[src/rtl/clause_writer.sv]
// clause_writer: packs a literal stream into clause-cell words and issues one write per clause.
// Optional CLAUSE_WRITER_STATS_EN adds a saturating drop counter output.
module clause_writer #(
  parameter int NUM_VARS    = 8,
  parameter int NUM_CLAUSES = 4,
  parameter int IDX_W       = 3,
  parameter int ADDR_W      = 2
) (
  input  logic                  clk,
  input  logic                  rst,
  input  logic                  lit_valid_i,
  output logic                  lit_ready_o,
  input  logic [IDX_W-1:0]      lit_var_i,
  input  logic                  lit_neg_i,
  input  logic                  lit_last_i,
  input  logic                  clear_i,
  output logic                  wr_o,
  output logic [NUM_VARS*2-1:0] clause_o,
  output logic [4:0]            clause_len_o,
  output logic [ADDR_W-1:0]     clause_addr_o,
  output logic                  drop_o,
`ifdef CLAUSE_WRITER_STATS_EN
  output logic [7:0]            drop_cnt_o,
`endif
  output logic                  full_o
);
  typedef enum logic [1:0] {COLLECT, WRITE, FULL} state_t;
  state_t state;
  logic bad, nbad, accept;
  logic [1:0] code;
  logic [NUM_VARS*2-1:0] nbuf;
  logic [4:0] nlen;
  assign code = lit_neg_i ? 2'b10 : 2'b01;
  assign accept = lit_valid_i && lit_ready_o;
  // Buffer as it would look after accepting the current beat; out-of-range index only marks bad.
  always_comb begin
    nbuf = clause_o;
    nlen = clause_len_o;
    nbad = bad || (int'(lit_var_i) >= NUM_VARS);
    for (int i = 0; i < NUM_VARS; i++)
      if (int'(lit_var_i) == i) begin
        if (clause_o[2*i+:2] == 2'b00) begin
          nbuf[2*i+:2] = code;
          nlen = clause_len_o + 5'd1;
        end else if (clause_o[2*i+:2] != code) nbad = 1'b1;
      end
  end
  always_ff @(posedge clk or negedge rst) begin
    if (!rst) begin
      state         <= COLLECT;
      lit_ready_o   <= 1'b0;
      wr_o          <= 1'b0;
      clause_o      <= '0;
      clause_len_o  <= '0;
      clause_addr_o <= '0;
      drop_o        <= 1'b0;
      full_o        <= 1'b0;
      bad           <= 1'b0;
    end else begin
      wr_o   <= 1'b0;
      drop_o <= 1'b0;
      if (clear_i) begin
        state         <= COLLECT;
        lit_ready_o   <= 1'b1;
        clause_o      <= '0;
        clause_len_o  <= '0;
        clause_addr_o <= '0;
        full_o        <= 1'b0;
        bad           <= 1'b0;
      end else begin
        case (state)
          COLLECT: begin
            lit_ready_o <= 1'b1;
            if (accept) begin
              if (lit_last_i && nbad) begin
                drop_o       <= 1'b1;
                clause_o     <= '0;
                clause_len_o <= '0;
                bad          <= 1'b0;
              end else begin
                clause_o     <= nbuf;
                clause_len_o <= nlen;
                bad          <= nbad;
                if (lit_last_i) begin
                  state       <= WRITE;
                  wr_o        <= 1'b1;
                  lit_ready_o <= 1'b0;
                end
              end
            end
          end
          WRITE: begin
            clause_o     <= '0;
            clause_len_o <= '0;
            if (clause_addr_o == ADDR_W'(NUM_CLAUSES - 1)) begin
              state  <= FULL;
              full_o <= 1'b1;
            end else begin
              state         <= COLLECT;
              clause_addr_o <= clause_addr_o + 1'b1;
              lit_ready_o   <= 1'b1;
            end
          end
          default: ;
        endcase
      end
    end
  end
`ifdef CLAUSE_WRITER_STATS_EN
  always_ff @(posedge clk or negedge rst) begin
    if (!rst) drop_cnt_o <= '0;
    else if (clear_i) drop_cnt_o <= '0;
    else if (state == COLLECT && accept && lit_last_i && nbad && drop_cnt_o != 8'hFF)
      drop_cnt_o <= drop_cnt_o + 8'd1;
  end
`endif
endmodule

[config.mk]
export PLATFORM = sky130hd
export DESIGN_NAME = clause_writer
export DESIGN_NICKNAME = d
export VERILOG_FILES = /design/src/rtl/clause_writer.sv
export SDC_FILE = /design/constraint.sdc
export NUM_CORES = 1
export LEC_CHECK = 0
export BUFFER_PORTS_ARGS = -buffer_cell sky130_fd_sc_hd__clkbuf_2
export CORE_MARGIN = 2
export CORE_UTILIZATION = 57
export CTS_CLUSTER_DIAMETER = 60
export DETAILED_ROUTE_END_ITERATION = 10
export HOLD_SLACK_MARGIN = 0.12
export PLACE_DENSITY_LB_ADDON = 0.25
export SLEW_MARGIN = 25
export SYNTH_ARGS = -nofsm -noshare
export SYNTH_HDL_FRONTEND = slang
export SYNTH_SLANG_ARGS = --single-unit
[constraint.sdc]
create_clock -name clk -period 4.16 [get_ports clk]
set_input_delay 0.208 -clock clk [delete_from_list [all_inputs] [get_ports clk]]
set_output_delay 0.208 -clock clk [all_outputs]
set_load 0.01 [all_outputs]
==> results.cfg, run 1 <==
[floorplanning]
core_sq_mm = 0.00269
fp.dieW_um = 56.6
die_h_um = 56.6
die_area_sq_mm = 0.00320
placementRows = 19
initial_utilization_pct = 58.7
io_pins = 36

[critical_path]
r2r_slack_ns = 1.74
endpoint_kind = flop
cp_slowest_cell = a311o_1
cp_num_buf_inv = 0
r2r_start = clause_o[14]
r2r-end = clause_len_o[3]
r2r_cells = 6
critPathRequiredTime_ns = 4.41
cp_top_family = compound AO/OA/AOI/OAI gates
cpPeakStageDelay_ns = 0.60
path_class = flop to flop
crit_chain = mux4_2 > and2_1 > o21a_1 > or2_1 > a311o_1 > nor2_1
start_kind = flop
critPathMaxFanout = 21
arrival_ns = 2.67

[routing]
antenna_left = 0
drt_pass1_iterations = 4
routed_wl_um = 3410
drcViolationCount = 0
vias = 1364
drt-initial-drc-count = 63
viasPerCell = 5.88
wl_per_cell_um = 14.7

[yosys]
avgSynthCellArea_sq_um = 9.61
synth_area_sq_mm = 0.00158
synth_edf_count = 0
synth_seq_cells = 30
synth_fp_nets = 175
yosys_warnings = 0
synth_cells = 164
synth_cell_type_count = 38
yosysSeqAreaShare_pct = 47.6
async_reset_ff_share_pct = 100
synth_flop_cell = dfrtp_1

[cts]
post_cts_buffers = 0
ctsHoldBuffers = 1
clockBufferDepth = 2
cts_tree = done
clkTransAtPathRegs_ns = 0.09
cts_htree_levels = 2
clkLatencyLatePin_ns = 0.34
numClockSinks = 30
cts_buffers = 5
cts_resized = 0
cts_root_buf = clkbuf_4

[layout]
mostFrequentLayoutCells = nor2_1, clkbuf_2, dfrtp_1
nNetsFinal = 211
layout-drive-gt1-share_pct = 25.4
final_cells = 232
area_delta_synth_final_pct = 14.9
diodes = 0
final_core_util_pct = 67.4

[power_and_ir_drop]
powerDensity_mw_per_mm2 = 314
power_uw = 569
max-vdd-ir-drop_uv = 267
power_leakage_uw = 0.000903

[timing]
fin_crit_ns = 2.42
fin_setup_tns_ns = 0
rsz0062_at_grt = false
clock_skew_ns = 0.0110
fin_ws_ns = 1.74
fmax_ghz = 0.413
relSlewSlack_pct = 47.7
finalSetupViolations = 0
slew_violations = 0
tightest_slew_ns = 0.784
post-route-period-util_pct = 58.1
hold_violations = 0

[place]
io_buffer_count = 35
dp_slack_ns = 1.60
place_inst = 223
gp_congestion = 0.919
dp_hpwl_um = 2440

[run]
maxCapViolCount = 0

[worst_hold_path]
hold_end = clause_addr_o[0]
holdCritPathClass = input pin to flop
hold_start = clear_i
worstHoldPathCells = 2

[global_routing]
grt_pass1_vias = 1277
antenna_found_initial = 0
grt_pass1_wl_um = 5620
grt_use_total_pct = 23.2
grt_max_degree = 31
overflow = 0

[status]
status = complete, no violations
-- flip-flops by register name, summed over array words and instances (netlist names) --
name,count
clause_o,16
clause_len_o,5
clause_addr_o,2
state,2
bad,1
drop_o,1
full_o,1
lit_ready_o,1
wr_o,1
-- where the power goes --
part	internal, uW	switching, uW
logic	29.1	50.6
clock network	81.8	99.9
registers	299	8.28
total	410	159
-- cells by family after synthesis --
group / count (synthesis) / share of synthesized area (%)
xor+xnor: 5 / 2.78
flops: 30 / 47.6
compound gates: 33 / 13.6
buf+inv: 10 / 3.81
mux: 9 / 6.90
simple gates: 75 / 23.7
fa+ha+maj: 2 / 1.59
-- synth_stat cells (all sizes together), types with 2 or more instances --
library cell	instances	area share [%]
a21oi	19	6.0
a22oi	2	0.95
a32oi	2	1.1
a41oi	2	1.1
and3	5	2.0
buf	3	2.1
clkbuf	4	0.95
dfrtp	30	48
ha	2	1.6
inv	3	0.71
mux2	5	3.6
mux2i	3	1.9
nand2	4	0.95
nand2b	2	0.79
nand3	4	1.3
nor2	35	8.3
nor2b	2	0.79
nor3	9	2.9
nor3b	2	0.95
nor4b	2	1.1
o22ai	2	0.79
or2	3	1.2
or4	2	0.95
xor2	4	2.2
-- area by class of cell --
class                   instances  area (sq um)
inverters                       3          11.3
multi-input cells             124           766
fillers                       233           875
flip-flops and latches         30           751
repair buffers                 36           185
well taps                      31          38.8
clock inverters                 1          5.00
clock buffers                   7          55.1
-- metal layers --
layer	up-vias	wire, um	GRT usage, %
met3	5	171	7.14
met5	-	0	0
met1	657	1430	27.9
li1	665	-	-
met4	0	48	8.16
met2	37	1760	39.2
-- worst max-delay path by stage --
| stage | startpoint | end | slack, ns | depth (start not counted) |
|---|---|---|---|---|
| CTS | clause_o[14] | clause_len_o[3] | 1.73 | 6 |
| finish | clause_o[14] | clause_len_o[3] | 1.74 | 6 |
| global placement | lit_neg_i | clause_len_o[0] | 1.67 | 7 |
| global route | clause_o[6] | clause_len_o[3] | 1.62 | 6 |
| floorplan | clause_o[14] | clause_o[3] | 2.01 | 7 |
| detailed placement | lit_neg_i | clause_len_o[3] | 1.60 | 7 |
-- per-stage QoR --
step	area, sq um	hold slack (ns)
final	1810	0.170
after global routing	1810	0.162
after CTS	1810	0.148
after detailed placement	1740	0.300
after global placement	1740	0.284
after floorplan	1580	-0.0876
(Power assumes the default switching activity.)
==> run 2: changes to the inputs <==
--- a/config.mk
+++ b/config.mk
@@ -7,7 +7,7 @@
 export LEC_CHECK = 0
 export BUFFER_PORTS_ARGS = -buffer_cell sky130_fd_sc_hd__clkbuf_2
 export CORE_MARGIN = 2
-export CORE_UTILIZATION = 57
+export CORE_UTILIZATION = 53
 export CTS_CLUSTER_DIAMETER = 60
 export DETAILED_ROUTE_END_ITERATION = 10
 export HOLD_SLACK_MARGIN = 0.12
==> constraint.sdc (replaced) <==
create_clock -name clk -period 2.4 [get_ports clk]
set_input_delay 0.12 -clock clk [delete_from_list [all_inputs] [get_ports clk]]
set_output_delay 0.12 -clock clk [all_outputs]
set_load 0.01 [all_outputs]
==> results.cfg, run 2 (same netlist as run 1, synthesis figures left out) <==
[status]
status = complete, no violations

[floorplanning]
io_pins = 36
placementRows = 19
initial_utilization_pct = 56.7
die_area_sq_mm = 0.00343
die_h_um = 58.5
fp.dieW_um = 58.5
core_sq_mm = 0.00278

[layout]
diodes = 0
area_delta_synth_final_pct = 19.5
layout-drive-gt1-share_pct = 27.6
mostFrequentLayoutCells = nor2_1, clkbuf_2, dfrtp_1
reg.largest.list = clause_o x16, clause_len_o x5
final_core_util_pct = 67.7
largest_reg_flops = 16
n_fill_cell = 239
nNetsFinal = 220
finalInstanceArea_sq_mm = 0.00188
regMostFlops = clause_o

[timing]
rsz0062_at_grt = false
slew_violations = 0
relSlewSlack_pct = 52.5
finalSetupViolations = 0
clock_skew_ns = 0.0137
tightest_slew_ns = 0.713
fin_ws_ns = 0.140
fin_setup_tns_ns = 0
fin_crit_ns = 2.26
hold_violations = 0
fmax_ghz = 0.443
post-route-period-util_pct = 94.2

[global_routing]
grt_pass1_vias = 1307
antenna_found_initial = 0
grt_max_degree = 31
overflow = 0
grt_pass1_wl_um = 6000
grt_use_total_pct = 23.4

[critical_path]
crit_start = clause_o[14]
r2r-end = clause_o[0]
critPathMaxFanout = 13
arrival_ns = 2.52
r2r_start = clause_o[14]
endpoint_kind = flop
r2r_slack_ns = 0.14
path_class = flop to flop
endpoint = clause_o[0]
r2r_cells = 7
critPathRequiredTime_ns = 2.66
start_kind = flop

[routing]
vias = 1402
wl_per_cell_um = 14.6
drt_pass1_iterations = 4
viasPerCell = 5.82
routed_wl_um = 3510
antenna_left = 0
drt-initial-drc-count = 41
drcViolationCount = 0

[place]
gp_congestion = 0.858
placed_area_sq_mm = 0.00179
dp_hpwl_um = 2510
dp_slack_ns = 0.164
io_buffer_count = 35

[cts]
numClockSinks = 30
clockBufferDepth = 2
clkLatencyLatePin_ns = 0.34
cts_root_buf = clkbuf_4
clkTransAtPathRegs_ns = 0.09
cts_buffers = 5
cts_htree_levels = 2
cts_tree = done

[worst_hold_path]
hold_start = lit_valid_i
holdCritPathClass = input pin to flop

[power_and_ir_drop]
max-vdd-ir-drop_uv = 538
power_uw = 1000
power_leakage_uw = 0.000945
powerDensity_mw_per_mm2 = 532

[run]
maxCapViolCount = 0
## run 2: cell types whose count changed in the layout (fill, tap and decap cells not counted)
cell,before,now
buf_4,0,7
dlygate4sd3_1,1,3
## run 2: what timing repair did
item                                   4_1_cts  5_1_grt
buffers inserted                             0        0
gates resized for setup                      0        0
endpoints found under the hold margin       36        0
hold buffers                                 3        0
## run 2: critical path: stages (launching register included)
cell and delay (ns):
dfrtp_1 0.43, mux4_2 0.47, and2_1 0.17, o21a_1 0.19, or2_1 0.29, a311o_1 0.34, buf_4 0.19, nor2_1 0.12
## run 2: per-layer routing
| layer | GRT usage (%) | vias up | wire, um |
|---|---|---|---|
| met5 | 0 | - | 0 |
| met4 | 10.6 | 0 | 68 |
| met3 | 7.03 | 9 | 187 |
| met2 | 35.3 | 40 | 1580 |
| met1 | 31.1 | 675 | 1670 |
| li1 | - | 678 | - |
## run 2: cell type report
cell class	instances	area (sq um)	area share (%)
sequential	30	751	39.8
tap	31	38.8	2.06
timing repair buffer	45	258	13.7
multi-input combinational	124	766	40.6
clock buffer	7	55.1	2.92
inverter	3	11.3	0.598
clock inverter	1	5.00	0.266
## run 2: power breakdown
group	leakage (uW)	switching, uW	internal (uW)
sequential	0.000411	13.8	519
combinational	0.000498	91.5	62.4
clock	0.0000353	174	142
## run 2: worst min-delay path by stage
stage                              end  depth (start not counted)
after global routing               bad                          4
after floorplan                    bad                          0
after CTS                          bad                          4
after detailed placement  clause_o[12]                          1
after global placement    clause_o[12]                          1
final                              bad                          4
## run 2: metrics by stage
step | hold WS, ns | std cells
after floorplan | -0.176 | 164
after global placement | 0.199 | 230
after detailed placement | 0.213 | 230
after CTS | 0.243 | 241
after global routing | 0.304 | 241
final | 0.251 | 241
